===== src/rtl/ctrl_cabina_if.sv =====
// Sensor input register link for the cabin-safety controller.
// The controller (master) drives the sample strobe EN. The input register (slave)
// returns the registered Temp/Ca/Pre values that it captured on that strobe.
interface ctrl_cabina_if;
  logic       EN;    // one-cycle sample strobe to the register enable
  logic [4:0] Temp;  // registered temperature
  logic       Ca;    // registered ignition (1 = car on)
  logic       Pre;   // registered presence (1 = occupant detected)

  modport master (output EN, input Temp, Ca, Pre);
  modport slave  (input EN, output Temp, Ca, Pre);
endinterface


===== src/rtl/ctrl_cabina.sv =====
// Cabin-safety controller.
// A free-running divider strobes the sensor input register every SAMPLE_DIV cycles.
// One cycle after each strobe the freshly registered sample is evaluated by a
// 4-state FSM. A saturating hot-sample counter makes the occupant alarm require
// PERSIST consecutive hot samples. Once raised, the alarm latches until the
// ignition comes on or the occupant leaves.
module ctrl_cabina #(
  parameter int         SAMPLE_DIV = 1000,  // cycles per sample period, >= 2
  parameter logic [4:0] T_HOT      = 5'd25, // Temp >= T_HOT is hot
  parameter int         PERSIST    = 3      // consecutive hot samples for alarm, >= 1
) (
  input  logic                 clk,
  input  logic                 rst,
  ctrl_cabina_if.master        bus,
  output logic                 fan,
  output logic                 alarm,
  output logic [1:0]           state
);

  localparam int DIV_W = (SAMPLE_DIV > 1) ? $clog2(SAMPLE_DIV) : 1;
  localparam int HOT_W = $clog2(PERSIST + 1);

  localparam logic [DIV_W-1:0] DIV_LAST = DIV_W'(SAMPLE_DIV - 1);
  // EN is registered, so it is set one count early to be high while div_cnt == DIV_LAST.
  localparam logic [DIV_W-1:0] DIV_PRE  = DIV_W'(SAMPLE_DIV - 2);
  localparam logic [HOT_W-1:0] HOT_MAX  = HOT_W'(PERSIST);

  typedef enum logic [1:0] {
    IDLE  = 2'b00,
    COOL  = 2'b01,
    WATCH = 2'b10,
    ALARM = 2'b11
  } state_t;

  logic [DIV_W-1:0] div_cnt;
  logic             eval;
  logic [HOT_W-1:0] hot_cnt;
  state_t           state_q;

  logic             hot;
  logic [HOT_W-1:0] hot_inc;
  logic [HOT_W-1:0] hot_nxt;
  state_t           state_nxt;

  // Sample timer: wrap-around divider, registered EN strobe, and eval = EN delayed by one cycle.
  always_ff @(posedge clk) begin
    // NOTE: sequential state uses non-blocking assignments so every register
    // samples the pre-edge values, whatever the statement order.
    if (rst) begin
      div_cnt <= '0;
      bus.EN  <= 1'b0;
      eval    <= 1'b0;
    end else begin
      div_cnt <= (div_cnt == DIV_LAST) ? '0 : div_cnt + 1'b1;
      bus.EN  <= (div_cnt == DIV_PRE);
      eval    <= bus.EN;
    end
  end

  // Next-state and next hot count, from the registered sample (rules in priority order).
  always_comb begin
    // NOTE: every output of this block gets a default first. That way no path
    // leaves a value unassigned and no latch is inferred.
    state_nxt = state_q;
    hot_nxt   = hot_cnt;
    hot       = (bus.Temp >= T_HOT);
    hot_inc   = (hot_cnt == HOT_MAX) ? HOT_MAX : hot_cnt + 1'b1;

    if (bus.Ca) begin
      // Ignition on overrides everything, including a latched alarm.
      state_nxt = hot ? COOL : IDLE;
      hot_nxt   = '0;
    end else if (!bus.Pre) begin
      // Nobody inside: nothing to protect.
      state_nxt = IDLE;
      hot_nxt   = '0;
    end else if (state_q == ALARM) begin
      // Occupant still present with ignition off: the alarm latches even if the cabin cools.
      state_nxt = ALARM;
    end else if (!hot) begin
      // A cool sample breaks the hot streak.
      state_nxt = IDLE;
      hot_nxt   = '0;
    end else begin
      // Another consecutive hot sample with an occupant and ignition off.
      hot_nxt   = hot_inc;
      state_nxt = (hot_inc >= HOT_MAX) ? ALARM : WATCH;
    end
  end

  // FSM register and registered fan/alarm outputs, updated only on eval cycles.
  always_ff @(posedge clk) begin
    if (rst) begin
      state_q <= IDLE;
      hot_cnt <= '0;
      fan     <= 1'b0;
      alarm   <= 1'b0;
    end else if (eval) begin
      state_q <= state_nxt;
      hot_cnt <= hot_nxt;
      fan     <= (state_nxt == COOL) || (state_nxt == ALARM);
      alarm   <= (state_nxt == ALARM);
    end
  end

  assign state = state_q;

endmodule


===== src/flat_wrapper.sv =====
// flat-port wrapper written by rule: the top's interface ports become plain ports
module ctrl_cabina_flat 
#(
  parameter int         SAMPLE_DIV = 1000,                                   
  parameter logic [4:0] T_HOT      = 5'd25,                        
  parameter int         PERSIST    = 3                                                
)
  (clk, rst, fan, alarm, state, bus_EN, bus_Temp, bus_Ca, bus_Pre);
  ctrl_cabina_if bus_i ();
  input  logic clk;
  input  logic rst;
  output logic fan;
  output logic alarm;
  output logic [1:0] state;
  output wire logic [$bits(bus_i.EN)-1:0] bus_EN;
  input wire logic [$bits(bus_i.Temp)-1:0] bus_Temp;
  input wire logic [$bits(bus_i.Ca)-1:0] bus_Ca;
  input wire logic [$bits(bus_i.Pre)-1:0] bus_Pre;
  assign bus_EN = bus_i.EN;
  assign bus_i.Temp = bus_Temp;
  assign bus_i.Ca = bus_Ca;
  assign bus_i.Pre = bus_Pre;
  ctrl_cabina #(.SAMPLE_DIV(SAMPLE_DIV), .T_HOT(T_HOT), .PERSIST(PERSIST)) u_core (.clk(clk), .rst(rst), .bus(bus_i), .fan(fan), .alarm(alarm), .state(state));
endmodule

===== config.mk =====
export PLATFORM = sky130hd
export DESIGN_NAME = ctrl_cabina_flat
export DESIGN_NICKNAME = d
export VERILOG_FILES = /design/src/rtl/ctrl_cabina_if.sv /design/src/rtl/ctrl_cabina.sv /design/src/flat_wrapper.sv
export SDC_FILE = /design/constraint.sdc
export NUM_CORES = 1
export LEC_CHECK = 0
export BUFFER_PORTS_ARGS = -buffer_cell sky130_fd_sc_hd__buf_2
export CORE_MARGIN = 5
export CORE_UTILIZATION = 50
export DETAILED_ROUTE_END_ITERATION = 16
export PLACE_DENSITY = 0.72
export SYNTH_ARGS = -nofsm -noshare
export SYNTH_HDL_FRONTEND = slang
export SYNTH_SLANG_ARGS = --single-unit
export TNS_END_PERCENT = 5

===== constraint.sdc =====
create_clock -name clk -period 1.35 [get_ports clk]
set_input_delay 0.27 -clock clk [delete_from_list [all_inputs] [get_ports clk]]
set_output_delay 0.27 -clock clk [all_outputs]
set_load 0.02 [all_outputs]

==> flow_summary.json, run 1 <==
{
  "root_buffer": "clkbuf_4",
  "synthArstFlopShare_pct": 0,
  "multi_input_area_um2": 434,
  "drc": 0,
  "numCtsBuffers": 3,
  "synth_warnings": 0,
  "grt_antenna_before_repair": 0,
  "cts_setup_buffers": 0,
  "crit_chain": "nand4_2 -> or4_4 -> a21oi_2",
  "synth-edff-count": 0,
  "synth_ff_type": "dfxtp_1",
  "max_stage_delay_ns": 0.54,
  "grt_pass1_wl_mm": 2.88,
  "critPathLaunchType": "register",
  "port_buffers": 13,
  "grt_max_degree": 13,
  "cp.arrival_ns": 1.53,
  "wl_mm": 1.73,
  "htree_levels": 1,
  "ios": 14,
  "place_congestion": 0.709,
  "grt_overflow": 0,
  "final_common_cell": "dfxtp_1",
  "fin_util_pct": 61.7,
  "via_count": 720,
  "dp_hpwl_mm": 1.27,
  "path_class": "reg -> reg",
  "avgRoutedWirePerCell_um": 14.4,
  "syn_area_um2": 803,
  "setup_tns_ns": 0,
  "hold_depth": 2,
  "dieArea_um2": 2510,
  "yosysSeqAreaShare_pct": 44.9,
  "register_area_um2": 364,
  "diodes": 0,
  "first_iter_violations": 28,
  "clock_path_buffers": 2,
  "finalCriticalPeriod_ns": 1.30,
  "clkTransAtPathRegs_ns": 0.10,
  "track_usage_pct": 14.7,
  "synthCells": 87,
  "rsz0062_at_grt": "true",
  "skew_ns": 0.00337,
  "cp_slowest_cell": "or4_4",
  "power.internal_mw": 0.671,
  "fp.coreArea_um2": 1520,
  "cp_max_fo": 6,
  "setup_viol": 0,
  "p_sw_mw": 0.202,
  "tightest_slew_ns": 0.304,
  "firstDrtPassIters": 4,
  "numClockSinks": 18,
  "sw_frac_of_total_pct": 23.1,
  "seqPwrFrac_pct": 62.7,
  "holdBufCountCts": 0,
  "synth_seq_cells": 18,
  "die_w_um": 50.1,
  "cts_tree": "built",
  "peakVddDrop_v": 0.000669,
  "min_path_type": "in -> reg",
  "p_leak_nw": 0.367,
  "layout.nets": 117,
  "maxSlewViolCount": 0,
  "postRouteAntennaNets": 0,
  "cts_resized": 0,
  "area_delta_synth_final_pct": 17.0,
  "fin_crit_sh_pct": 96.1,
  "slew_headroom_pct": 79.6,
  "crit_path_end_kind": "register",
  "num_rows": 14,
  "grt_pass1_vias": 655,
  "synth_cell_types": 34,
  "viasPerCell": 6.00,
  "power_frac_clock_pct": 30.6,
  "status": "finished, final reports clean",
  "nFillCells": 148,
  "ff2ff_path_depth": 3,
  "share_comb_of_total_power_pct": 6.7,
  "final_cell_mix": "dfxtp_1 (15), buf_2 (13), nor2_1 (7)",
  "power_mw": 0.873,
  "clock.fmax_mhz": 770,
  "synth.avg_cell_area_um2": 9.23,
  "powerDensity_nw_per_um2": 929,
  "hold_viol": 0,
  "crit_required_ns": 1.59,
  "insertion_delay_ns": 0.29,
  "drive_above_1_share_pct": 28.8,
  "max_cap_violations": 0,
  "die_y_um": 50.1,
  "syn_nets": 98,
  "initial_core_util_pct": 52.7
}
## cell families (layout without fill, tap and decap cells)
logic type | Yosys count | count (layout) | synth area share, %
XOR/XNOR | 3 | 3 | 3.27
flip-flops | 18 | 18 | 44.9
buffers and inverters | 5 | 22 | 2.34
AO/OA/AOI/OAI | 22 | 22 | 18.2
AND/OR/NAND/NOR | 37 | 37 | 28.2
adder cells (fa/ha/maj) | 2 | 2 | 3.11
## cells in the mapped netlist (2+ instances only)
| master | count | area (µm²) |
|---|---|---|
| dfxtp_1 | 18 | 360 |
| nor2_1 | 7 | 26.3 |
| a21oi_1 | 6 | 30.0 |
| nand3_1 | 5 | 25.0 |
| nor2b_1 | 5 | 31.3 |
| o21ai_0 | 5 | 25.0 |
| nand2_1 | 4 | 15.0 |
| inv_1 | 3 | 11.3 |
| nor3_1 | 3 | 15.0 |
| or3_1 | 3 | 18.8 |
| clkbuf_1 | 2 | 7.51 |
| ha_1 | 2 | 25.0 |
| o31ai_1 | 2 | 15.0 |
| xor2_1 | 2 | 17.5 |
## metrics by stage
| step | setup slack, ns | std cells | cell area (µm²) | hold slack, ns |
|---|---|---|---|---|
| 6_report | 0.0520 | 120 | 940 | 0.283 |
| 5_1_grt | -0.0165 | 120 | 940 | 0.304 |
| 4_1_cts | 0.00377 | 120 | 926 | 0.281 |
| 3_5_place_dp | 0.0288 | 117 | 903 | 0.455 |
| 3_3_place_gp | 0.0518 | 117 | 903 | 0.448 |
| 2_1_floorplan | 0.136 | 87 | 803 | 0.441 |
## final cells by class
cell class	instances	area share, %
Multi-Input combinational cell	64	46.2
Inverter	3	1.20
Timing Repair Buffer	16	9.32
Tap cell	16	2.13
Sequential cell	18	38.7
Clock buffer	3	2.40
## worst max-delay path, delay by kind of cell (launching register included)
family          cells  cell delay [ns]
compound gates      1             0.14
flops               1             0.44
simple gates        2             0.67
## registers in the layout, indices dropped and copies added, names as in the netlist
register,count
u_core.div_cnt,10
u_core.hot_cnt,2
u_core.state,2
u_core.alarm,1
u_core.bus.EN,1
u_core.eval,1
u_core.fan,1
## power by group through the flow
| stage | Clock (mW) | Combinational (mW) | Sequential, mW |
|---|---|---|---|
| 4_1_cts | 0.272 | 0.0577 | 0.546 |
| 2_1_floorplan | 0 | 0.0288 | 0.558 |
| 3_5_place_dp | 0 | 0.0576 | 0.558 |
| 3_3_place_gp | 0 | 0.0555 | 0.558 |
| 6_report | 0.267 | 0.0584 | 0.547 |
| 5_1_grt | 0.304 | 0.0666 | 0.550 |
## metal layers
| layer | GRT usage, % | wire length (µm) | vias up |
|---|---|---|---|
| li1 | - | - | 359 |
| met1 | 20.0 | 840 | 343 |
| met2 | 21.3 | 797 | 14 |
| met3 | 2.71 | 65 | 4 |
| met4 | 7.86 | 24 | 0 |
| met5 | 0 | 0 | - |
## final timing paths
check,end,startpoint,slack (ns)
worst max register to register,u_core.div_cnt[9]$_SDFF_PP0_,u_core.div_cnt[6]$_SDFF_PP0_,0.05
worst min register to register,u_core.div_cnt[0]$_SDFF_PP0_,u_core.div_cnt[0]$_SDFF_PP0_,0.46
worst max-delay path,u_core.div_cnt[9]$_SDFF_PP0_,u_core.div_cnt[6]$_SDFF_PP0_,0.05
worst min-delay path,u_core.div_cnt[2]$_SDFF_PP0_,rst,0.28
Note: power is estimated with default switching activity, not from simulation.
==> run 2, diff against run 1 <==
--- a/config.mk
+++ b/config.mk
@@ -9,7 +9,7 @@
 export CORE_MARGIN = 5
 export CORE_UTILIZATION = 50
 export DETAILED_ROUTE_END_ITERATION = 16
-export PLACE_DENSITY = 0.72
+export PLACE_DENSITY_LB_ADDON = 0.3
 export SYNTH_ARGS = -nofsm -noshare
 export SYNTH_HDL_FRONTEND = slang
 export SYNTH_SLANG_ARGS = --single-unit
==> run 2 against run 1 <==
Hold slack improved by 0.0036 ns. Total power increased by 7.8%. Wire length is 4.1% lower. Core utilization rose by 2.6 points. Combinational power increased by 15%. Flip-flop and latch count unchanged. Final cell count rose by 4.2%. Sequential share of layout area shrank 1.6 points. Sequential power about the same. Critical path type unchanged.
==> flow_summary.json, run 2 (synthesized netlist as in run 1, its figures left out) <==
{
  "cp.arrival_ns": 1.49,
  "regMostFlops": "u_core.div_cnt",
  "fin_crit_sh_pct": 96.4,
  "avgRoutedWirePerCell_um": 13.3,
  "slew_headroom_pct": 77.4,
  "htree_levels": 1,
  "hold_viol": 0,
  "critPathLaunchType": "register",
  "cp_max_fo": 3,
  "design_area_um2": 980,
  "drc": 0,
  "skew_ns": 0.00330,
  "path_class": "reg -> reg",
  "ios": 14,
  "numClockSinks": 18,
  "clock.fmax_mhz": 768,
  "numCtsBuffers": 3,
  "powerDensity_nw_per_um2": 960,
  "grt_antenna_before_repair": 0,
  "p_leak_nw": 0.397,
  "nFillCells": 131,
  "cts_tree": "built",
  "setup_tns_ns": 0,
  "clock_path_buffers": 2,
  "via_count": 727,
  "grt_pass1_vias": 599,
  "crit_path_end_kind": "register",
  "final_cells": 125,
  "num_rows": 14,
  "diodes": 0,
  "status": "finished, final reports clean",
  "area_delta_synth_final_pct": 22.0,
  "initial_core_util_pct": 52.7,
  "place_congestion": 0.779,
  "cp_slowest_cell": "dfxtp_1",
  "drive_above_1_share_pct": 30.3,
  "port_buffers": 13,
  "layout.nets": 121,
  "crit_required_ns": 1.53,
  "grt_max_degree": 13,
  "root_buffer": "clkbuf_4",
  "final_common_cell": "dfxtp_1",
  "postRouteAntennaNets": 0,
  "dp_hpwl_mm": 1.22,
  "fp.coreArea_um2": 1520,
  "crit_chain": "nor4bb_2 -> a41o_1 -> buf_4 -> a21oi_1",
  "grt_pass1_wl_mm": 2.64,
  "final_cell_mix": "dfxtp_1 (15), buf_2 (13), nor2_1 (7), buf_4 (7), a21oi_1 (6)",
  "fin_util_pct": 64.3,
  "placed_cell_area_um2": 933,
  "ff2ff_setup_slack_ns": 0.05,
  "die_w_um": 50.1,
  "finalCriticalPeriod_ns": 1.30,
  "grt_overflow": 0,
  "clkTransAtPathRegs_ns": 0.10,
  "place_inst": 121,
  "first_iter_violations": 11,
  "wl_mm": 1.66,
  "largest_register_ffs": 10,
  "max_stage_delay_ns": 0.38,
  "rsz0062_at_grt": "true",
  "tightest_slew_ns": 0.336,
  "track_usage_pct": 13.6,
  "min_path_type": "in -> reg",
  "insertion_delay_ns": 0.29,
  "setup_viol": 0,
  "dieArea_um2": 2510,
  "cp_top_family": "flip-flops",
  "peakVddDrop_v": 0.000699,
  "whs_ns": 0.287,
  "maxSlewViolCount": 0,
  "max_cap_violations": 0,
  "viasPerCell": 5.82,
  "firstDrtPassIters": 4,
  "crit_buf_inv": 1,
  "die_y_um": 50.1
}
run 2: changes by cell type in the layout (fill, tap and decap cells not counted), sizes merged:
cell    previous run  this run
clkbuf             3         4
buf               16        20
run 2: layout make-up:
cell class              instances  area, µm²  area share (%)
multi-input cells              64        430            43.9
flip-flops and latches         18        364            37.2
repair buffers                 20        118            12.0
clock buffers                   4       36.3            3.70
well taps                      16       20.0            2.04
inverters                       3       11.3            1.15
run 2: layer usage:
metal	track usage [%]	share of wire, %	vias to the layer above
met3	5.42	4.4	5
met5	0	0	-
met1	18.6	49	337
li1	-	-	372
met4	5.24	1.6	0
met2	18.6	44	13
run 2: stage by stage:
stage / setup WS (ns) / power, mW
global placement: 0.0762 / 0.621
detailed placement: 0.0476 / 0.624
CTS: 0.0179 / 0.949
global route: -0.0229 / 0.979
floorplan: 0.136 / 0.587
finish: 0.0484 / 0.941
run 2: report_power, final:
group	switching [mW]	internal [mW]
clock	0.163	0.165
combinational	0.0329	0.0345
sequential	0.00725	0.539
total	0.203	0.738
run 2: what timing repair did:
item | CTS | global route
gates resized for setup | 0 | 4
buffers inserted | 0 | 0
endpoints found under the setup margin | 0 | 8
hold buffers | 0 | 0
run 2: final timing paths:
| check | from | end | cells after the start |
|---|---|---|---|
| max reg2reg | u_core.div_cnt[9]$_SDFF_PP0_ | u_core.div_cnt[7]$_SDFF_PP0_ | 4 |
| max | u_core.div_cnt[9]$_SDFF_PP0_ | u_core.div_cnt[7]$_SDFF_PP0_ | 4 |
| min reg2reg | u_core.bus.EN$_SDFF_PP0_ | u_core.eval$_SDFF_PP0_ | 1 |
| min | rst | u_core.div_cnt[4]$_SDFF_PP0_ | 2 |
run 2: worst register-to-register path, stage by stage (launching register included):
cell	delay (ns)
dfxtp_1	0.38
nor4bb_2	0.37
a41o_1	0.28
buf_4	0.14
a21oi_1	0.04
==> run 3, diff against run 2 <==
--- a/config.mk
+++ b/config.mk
@@ -6,7 +6,7 @@
 export NUM_CORES = 1
 export LEC_CHECK = 0
 export BUFFER_PORTS_ARGS = -buffer_cell sky130_fd_sc_hd__buf_2
-export CORE_MARGIN = 5
+export CORE_MARGIN = 8
 export CORE_UTILIZATION = 50
 export DETAILED_ROUTE_END_ITERATION = 16
 export PLACE_DENSITY_LB_ADDON = 0.3
==> run 3 against run 2 <==
Sequential power about the same. Flip-flop and latch count did not move. Wire length rose by 0.84%. Register-to-register slack about the same. Setup slack got worse by 0.0076 ns. Core utilization decreased by 1.2 points. Clock skew rose by 0.0012 ns. Die area rose by 25%. Final cell count is 3.2% lower. Highest routed layer unchanged. Global-route usage fell by 2.9 points. Total power shrank 0.89%.
==> flow_summary.json, run 3 (synthesized netlist as in run 1, its figures left out) <==
{
  "final_common_cell": "dfxtp_1",
  "crit_chain": "nor4bb_1 -> a41o_2 -> nor2_1",
  "min_path_type": "in -> reg",
  "final_cells": 121,
  "root_buffer": "clkbuf_4",
  "status": "finished, final reports clean",
  "p_leak_nw": 0.374,
  "seqPwrFrac_pct": 58.6,
  "setup_tns_ns": 0,
  "path_class": "reg -> reg",
  "r2r_start": "u_core.div_cnt[9]$_SDFF_PP0_",
  "cts_tree": "built",
  "postRouteAntennaNets": 0,
  "ff2ff_setup_slack_ns": 0.04,
  "grt_max_degree": 13,
  "clock_path_buffers": 2,
  "cp.arrival_ns": 1.50,
  "diodes": 0,
  "drc": 0,
  "p_sw_mw": 0.202,
  "cp_slowest_cell": "nor4bb_1",
  "crit_required_ns": 1.55,
  "post-place-ws_ns": 0.0264,
  "tightest_slew_ns": 0.400,
  "die_w_um": 56.1,
  "crit_path_end_kind": "register",
  "wl_mm": 1.67,
  "numClockSinks": 18,
  "firstDrtPassIters": 4,
  "power_frac_clock_pct": 35.2,
  "grt_overflow": 0,
  "ff2ff_path_depth": 3,
  "grt_antenna_before_repair": 0,
  "first_iter_violations": 21,
  "dieArea_um2": 3140,
  "min_delay_worst_endpoint": "u_core.div_cnt[2]$_SDFF_PP0_",
  "ios": 14,
  "fin_util_pct": 63.0,
  "finalCriticalPeriod_ns": 1.31,
  "avgRoutedWirePerCell_um": 13.8,
  "place_inst": 117,
  "initial_core_util_pct": 53.3,
  "dp_hpwl_mm": 1.23,
  "layout.nets": 117,
  "skew_ns": 0.00452,
  "hold_depth": 2,
  "worstHoldStart": "rst",
  "via_count": 703,
  "critPathLaunchType": "register",
  "share_comb_of_total_power_pct": 6.2,
  "grt_pass1_wl_mm": 2.79,
  "drive_above_1_share_pct": 28.6,
  "fp.coreArea_um2": 1510,
  "powerDensity_nw_per_um2": 982,
  "peakVddDrop_v": 0.000645,
  "slew_headroom_pct": 73.0,
  "regMostFlops": "u_core.div_cnt",
  "track_usage_pct": 10.6,
  "fin_crit_sh_pct": 97.0,
  "hold_viol": 0,
  "rsz0062_at_grt": "true",
  "clock.fmax_mhz": 764,
  "sw_frac_of_total_pct": 21.7,
  "port_buffers": 13,
  "grt_pass1_vias": 636,
  "power.internal_mw": 0.730,
  "numCtsBuffers": 3,
  "num_rows": 14,
  "cp_max_fo": 8,
  "maxSlewViolCount": 0,
  "r2r-end": "u_core.div_cnt[3]$_SDFF_PP0_",
  "max_cap_violations": 0,
  "insertion_delay_ns": 0.29,
  "final_cell_mix": "dfxtp_1 (15), buf_2 (13), nor2_1 (7)",
  "max_stage_delay_ns": 0.42,
  "clkTransAtPathRegs_ns": 0.10,
  "htree_levels": 1,
  "setup_viol": 0,
  "place_congestion": 0.753,
  "power_mw": 0.932,
  "die_y_um": 56.1,
  "largest_register_ffs": 10,
  "area_delta_synth_final_pct": 18.2,
  "viasPerCell": 5.81,
  "setup_slack_ns": 0.0409
}
## run 3: metrics by stage
step / instance area, µm² / hold slack [ns]
6_report: 950 / 0.298
5_1_grt: 950 / 0.288
4_1_cts: 940 / 0.278
3_5_place_dp: 903 / 0.456
3_3_place_gp: 903 / 0.451
2_1_floorplan: 803 / 0.441
## run 3: layout make-up
type | instances | area, µm²
fill | 130 | 557
timing repair buffer | 16 | 87.6
multi-input combinational | 64 | 428
clock buffer | 4 | 36.3
sequential | 18 | 367
inverter | 3 | 11.3
tap | 16 | 20.0
## run 3: how the worst max path moves through the flow
stage | start | end
after floorplan | u_core.div_cnt[0]$_SDFF_PP0_ | u_core.div_cnt[8]$_SDFF_PP0_
after global placement | bus_Temp[1] | u_core.state[0]$_SDFFE_PP0P_
after detailed placement | u_core.div_cnt[0]$_SDFF_PP0_ | u_core.div_cnt[8]$_SDFF_PP0_
after CTS | u_core.div_cnt[0]$_SDFF_PP0_ | u_core.div_cnt[8]$_SDFF_PP0_
after global routing | u_core.div_cnt[9]$_SDFF_PP0_ | u_core.div_cnt[7]$_SDFF_PP0_
final | u_core.div_cnt[9]$_SDFF_PP0_ | u_core.div_cnt[3]$_SDFF_PP0_
## run 3: critical path, delay by kind of cell (launching register included)
family          cells  cell delay (ns)
simple gates        2             0.49
flops               1             0.37
compound gates      1             0.36
## run 3: per-layer routing
| metal | global-route usage [%] | wire [µm] |
|---|---|---|
| met5 | 0 | 0 |
| met1 | 12.4 | 785 |
| met4 | 4.12 | 21 |
| met3 | 4.57 | 87 |
| met2 | 16.6 | 777 |
## run 3: repair_timing
| action | CTS | global route |
|---|---|---|
| setup buffers | 0 | 0 |
| gates resized for setup | 0 | 6 |
| hold buffers | 0 | 0 |
| endpoints found under the setup margin | 0 | 8 |
## run 3: power by group through the flow
stage	Combinational, mW	Clock [mW]	Sequential, mW
after floorplan	0.0288	0	0.558
after global placement	0.0549	0	0.558
after detailed placement	0.0562	0	0.558
after CTS	0.0563	0.347	0.546
after global routing	0.0647	0.365	0.548
final	0.0578	0.328	0.547
